==> src/rtl/axil_pkg.sv <==
// Shared definitions for the AXI4-Lite read-address capture slice.
package axil_pkg;

  localparam int unsigned AXIL_ADDR_WIDTH = 32;
  localparam int unsigned AXIL_PROT_WIDTH = 3;

  // ARPROT bit positions
  localparam int unsigned ARPROT_PRIV   = 0;
  localparam int unsigned ARPROT_NONSEC = 1;
  localparam int unsigned ARPROT_INSTR  = 2;

  typedef enum logic {
    IDLE     = 1'b0,
    CAPTURED = 1'b1
  } ar_state_t;

endpackage

==> src/rtl/axil_ar_stability_checker.sv <==
// AR channel stability checker: once ARVALID is high without ARREADY, the
// manager must keep ARVALID, ARADDR and ARPROT unchanged until the handshake.
// Any violation sets a sticky error that only reset clears.
module axil_ar_stability_checker
  import axil_pkg::*;
#(
  parameter int unsigned ADDR_WIDTH = AXIL_ADDR_WIDTH,
  parameter int unsigned PROT_WIDTH = AXIL_PROT_WIDTH
) (
  input  logic                  clk,
  input  logic                  rst,
  input  logic                  valid,
  input  logic                  ready,
  input  logic [ADDR_WIDTH-1:0] addr,
  input  logic [PROT_WIDTH-1:0] prot,
  output logic                  err
);

  logic                  wait_q;
  logic [ADDR_WIDTH-1:0] addr_q;
  logic [PROT_WIDTH-1:0] prot_q;
  logic                  violation;

  // Violation: previous edge was a wait state and the request moved or vanished
  always_comb begin
    violation = 1'b0;
    if (wait_q && (!valid || (addr != addr_q) || (prot != prot_q))) begin
      violation = 1'b1;
    end
  end

  // Track the previous edge's request and accumulate the sticky error
  always_ff @(posedge clk) begin
    if (rst) begin
      wait_q <= 1'b0;
      addr_q <= '0;
      prot_q <= '0;
      err    <= 1'b0;
    end else begin
      wait_q <= valid && !ready;
      addr_q <= addr;
      prot_q <= prot;
      if (violation) begin
        err <= 1'b1;
      end
    end
  end

endmodule

==> src/rtl/axil_read_address_ms.sv <==
// AXI4-Lite AR channel capture stage: registers address/protection on each
// ARVALID/ARREADY handshake and holds them until the next one.
// Optional macro AXIL_AR_PROTOCOL_CHECK_EN adds o_proto_err and a stability checker.
// ARESETn is active-high despite its name.
module axil_read_address_ms
  import axil_pkg::*;
#(
  parameter int unsigned ADDR_WIDTH = AXIL_ADDR_WIDTH,
  parameter int unsigned PROT_WIDTH = AXIL_PROT_WIDTH
) (
  input  logic                  ACLK,
  input  logic                  ARESETn,
  input  logic                  ARVALID,
  input  logic                  ARREADY,
  input  logic [ADDR_WIDTH-1:0] i_ARADDR,
  output logic [ADDR_WIDTH-1:0] o_ARADDR,
  input  logic [PROT_WIDTH-1:0] ARPROT,
  output logic [PROT_WIDTH-1:0] o_ARPROT,
  output logic                  o_ar_accepted,
  output logic                  o_misaligned
`ifdef AXIL_AR_PROTOCOL_CHECK_EN
  ,
  output logic                  o_proto_err
`endif
);

  ar_state_t state;
  ar_state_t state_next;
  logic      handshake;

  assign handshake = ARVALID && ARREADY;

  // Next-state logic: stay CAPTURED while handshakes keep arriving
  always_comb begin
    state_next = state;
    case (state)
      IDLE:     state_next = handshake ? CAPTURED : IDLE;
      CAPTURED: state_next = handshake ? CAPTURED : IDLE;
      default:  state_next = IDLE;
    endcase
  end

  // State register and capture of address/attributes on handshake
  always_ff @(posedge ACLK) begin
    if (ARESETn) begin
      state        <= IDLE;
      o_ARADDR     <= '0;
      o_ARPROT     <= '0;
      o_misaligned <= 1'b0;
    end else begin
      state <= state_next;
      if (handshake) begin
        o_ARADDR     <= i_ARADDR;
        o_ARPROT     <= ARPROT;
        o_misaligned <= (i_ARADDR[1:0] != 2'b00);
      end
    end
  end

  assign o_ar_accepted = (state == CAPTURED);

`ifdef AXIL_AR_PROTOCOL_CHECK_EN
  axil_ar_stability_checker #(
    .ADDR_WIDTH (ADDR_WIDTH),
    .PROT_WIDTH (PROT_WIDTH)
  ) u_checker (
    .clk   (ACLK),
    .rst   (ARESETn),
    .valid (ARVALID),
    .ready (ARREADY),
    .addr  (i_ARADDR),
    .prot  (ARPROT),
    .err   (o_proto_err)
  );
`endif

endmodule

==> config.mk <==
export PLATFORM = sky130hd
export DESIGN_NAME = axil_read_address_ms
export DESIGN_NICKNAME = d
export VERILOG_FILES = /design/src/rtl/axil_pkg.sv /design/src/rtl/axil_ar_stability_checker.sv /design/src/rtl/axil_read_address_ms.sv
export SDC_FILE = /design/constraint.sdc
export NUM_CORES = 1
export LEC_CHECK = 0
export CORE_MARGIN = 2
export CORE_UTILIZATION = 42
export CTS_BUF_LIST = sky130_fd_sc_hd__clkbuf_4 sky130_fd_sc_hd__clkbuf_8 sky130_fd_sc_hd__clkbuf_16
export CTS_CLUSTER_SIZE = 12
export DETAILED_ROUTE_END_ITERATION = 7
export MAX_ROUTING_LAYER = met4
export PLACE_DENSITY_LB_ADDON = 0.3
export SYNTH_ARGS = -nofsm -noshare
export SYNTH_HDL_FRONTEND = slang
export SYNTH_SLANG_ARGS = --single-unit
==> constraint.sdc <==
create_clock -name ACLK -period 0.9 [get_ports ACLK]
set_input_delay 0.18 -clock ACLK [delete_from_list [all_inputs] [get_ports ACLK]]
set_output_delay 0.18 -clock ACLK [all_outputs]
set_load 0.005 [all_outputs]
==> run metrics <==
first-pass GRT wire length=6620 um; Worst path slowest cell=dfxtp_2; post-synth top area cell=dfxtp_1; Starting Density=43.8%; final setup vio count=6; fmax=1110 MHz; H-tree depth=2; number of cells on the worst hold path=2; Hold Path Origin=ARESETn; Avg Inst Size Synth=10.5 um2; Area Overhead vs Synth=51.3%; Crit Path Class=reg -> out; CTS tree=done; largest net degree at the start of global routing=41; total number of vias=1456; Tmin final=0.905 ns; WL/cell=13.7 um; via/cell ratio=4.94; r2r startpoint=o_ARADDR[12]$_SDFFE_PP0P_; Yosys reg bits=37; max-cap violations=0; capturing point of the worst reg2reg path=o_ARADDR[12]$_SDFFE_PP0P_; Min-Delay Path Class=in -> reg; clk_skew=0 ns; GP Congestion=0.722; initial drt markers=90; HPWL Detailed=2730 um; delay-heaviest family, CP=flip-flops; Core Rows=23; run status=complete, but fails checks; Worst-path clk slew=0.07 ns; crit-path max FO=2; Synthesis Warnings=0; Syn Nets=206; worst path buffer plus inverter count=1; violated checks=setup timing; total power=3640 uW; Die Width=68.6 um; Max Root-Sink Buffers=2; Syn Inst Count=167; fin crit share=101%; number of top-level pins=76; residual DRC count=0; Worst path max stage delay=0.33 ns; Nets=284; PortBufs=75; final-report max-slew violation count=0; Lkg Pwr=0.00106 uW; Worst IR Drop VDD=719 uV; grt total ovfl=0; Synth area leaders=dfxtp_1 (42%), a21bo_1 (18%), a21oi_2 (17%); number of global-route vias before repair=1485; Core Box Area=0.00400 mm2; Pwr Density=1380 mW/mm2; First-pass DRT Iterations=4; final hold vios=0; RSZ-0062 raised after global routing=true; Worst Hold Path EP=o_ARADDR[0]$_SDFFE_PP0P_; Placed Cells=283; final cell count without fillers=295; Slew Limit Headroom=87.0%; worst r2r path cells=4; later-pin clock latency in the skew report=0.28 ns; register area share after synthesis=42.3%; ANT nets after route=0; final core occ=66.2%; synthesized area=0.00175 mm2; Routed WL=4040 um; gr usage total=19.2%; die area=0.00470 mm2; Die Ht=68.6 um; Final WS setup=-0.00482 ns; critical path endpoint category=output port; Yosys top cell area share=42.3%; layout cells sized above 1=55.9%; CTS Buf Count=5; Worst EP required=0.72 ns; measured slew at the worst slew-check pin=0.196 ns; initial antenna violation count=0; CP arrival=0.72 ns; cell breakdown of the critical path=buf_6; CP Launch Type=register; Yosys cell types=12; R2R Setup Slk=0.01 ns; root buffer cell=clkbuf_8; Inserted Diodes=0; clock sinks=37
[stage by stage]
step | hold WS, ns | TNS, ns | worst slack [ns] | area [um2]
final | 0.173 | -0.0155 | -0.00482 | 2650
after global routing | 0.176 | -1.00 | -0.0405 | 2650
after CTS | 0.169 | -0.342 | -0.0165 | 2580
after detailed placement | 0.489 | -3.65 | -0.141 | 2530
after global placement | 0.483 | -3.46 | -0.125 | 2530
after floorplan | 0.327 | 0 | 0.101 | 1750
[sequential cells by signal, summed over array words and instances, names as in the netlist]
signal         cells
o_ar_accepted      1
o_misaligned       1
o_ARPROT           3
o_ARADDR          32
[cells in the final DEF (no fill, tap or decap)]
cell type,n
buf_6,21
a21oi_2,33
nand2_1,1
clkbuf_4,1
clkbuf_8,6
a311oi_2,1
a21oi_1,3
a21bo_2,3
buf_12,4
clkdlybuf4s50_1,35
a21bo_1,32
buf_2,19
buf_4,12
nand3_1,35
dfxtp_2,37
nor2_1,2
[power breakdown]
part	internal [uW]	leakage, uW	switching, uW	total, uW
combinational	416	0.000693	277	693
clock	637	0.0000477	539	1180
sequential	1730	0.000318	43.0	1770
[how the worst max path moves through the flow]
stage | startpoint | to | slack [ns] | depth (start not counted)
after floorplan | ARESETn | o_ARADDR[0]$_SDFFE_PP0P_ | 0.10 | 3
after global placement | i_ARADDR[0] | o_misaligned$_SDFFE_PP0P_ | -0.13 | 3
after detailed placement | i_ARADDR[0] | o_misaligned$_SDFFE_PP0P_ | -0.14 | 3
after CTS | o_ARADDR[28]$_SDFFE_PP0P_ | o_ARADDR[28] | -0.02 | 1
after global routing | o_ARADDR[12]$_SDFFE_PP0P_ | o_ARADDR[12]$_SDFFE_PP0P_ | -0.04 | 4
final | o_ARADDR[17]$_SDFFE_PP0P_ | o_ARADDR[17] | -0.005 | 1
[layer usage]
layer / vias to the layer above / global-route usage [%] / wire length, um
met5: - / - / 0
met4: 0 / 5.25 / 36
li1: 747 / - / -
met1: 653 / 21.4 / 1760
met2: 51 / 31.4 / 1850
met3: 5 / 8.12 / 390
[cell usage after synthesis]
| cell | n |
|---|---|
| dfxtp_1 | 37 |
| buf_4 | 4 |
| buf_6 | 7 |
| buf_2 | 9 |
| a311oi_2 | 1 |
| a21oi_1 | 3 |
| a21oi_2 | 33 |
| nand2_1 | 1 |
| nand3_1 | 35 |
| a21bo_2 | 3 |
| a21bo_1 | 32 |
| nor2_1 | 2 |
[cells by family after synthesis]
kind of cell           synth area share [%]
buffers and inverters                  8.79
AO/OA/AOI/OAI                          38.2
AND/OR/NAND/NOR                        10.7
flip-flops                             42.3
[layout make-up]
cell class / count / area [um2]
Fill cell: 367 / 1350
Clock buffer: 7 / 90.1
Multi-Input combinational cell: 110 / 856
Sequential cell: 37 / 787
Tap cell: 50 / 62.6
Timing Repair Buffer: 91 / 852
[timing repair]
action | in CTS | in global routing
setup endpoints to repair | 37 | 38
hold buffers | 0 | 0
resized for setup | 195 | 11
setup buffers | 4 | 1
pin swaps | 0 | 1
endpoints found under the hold margin | 0 | 0
(Power assumes the default switching activity.)
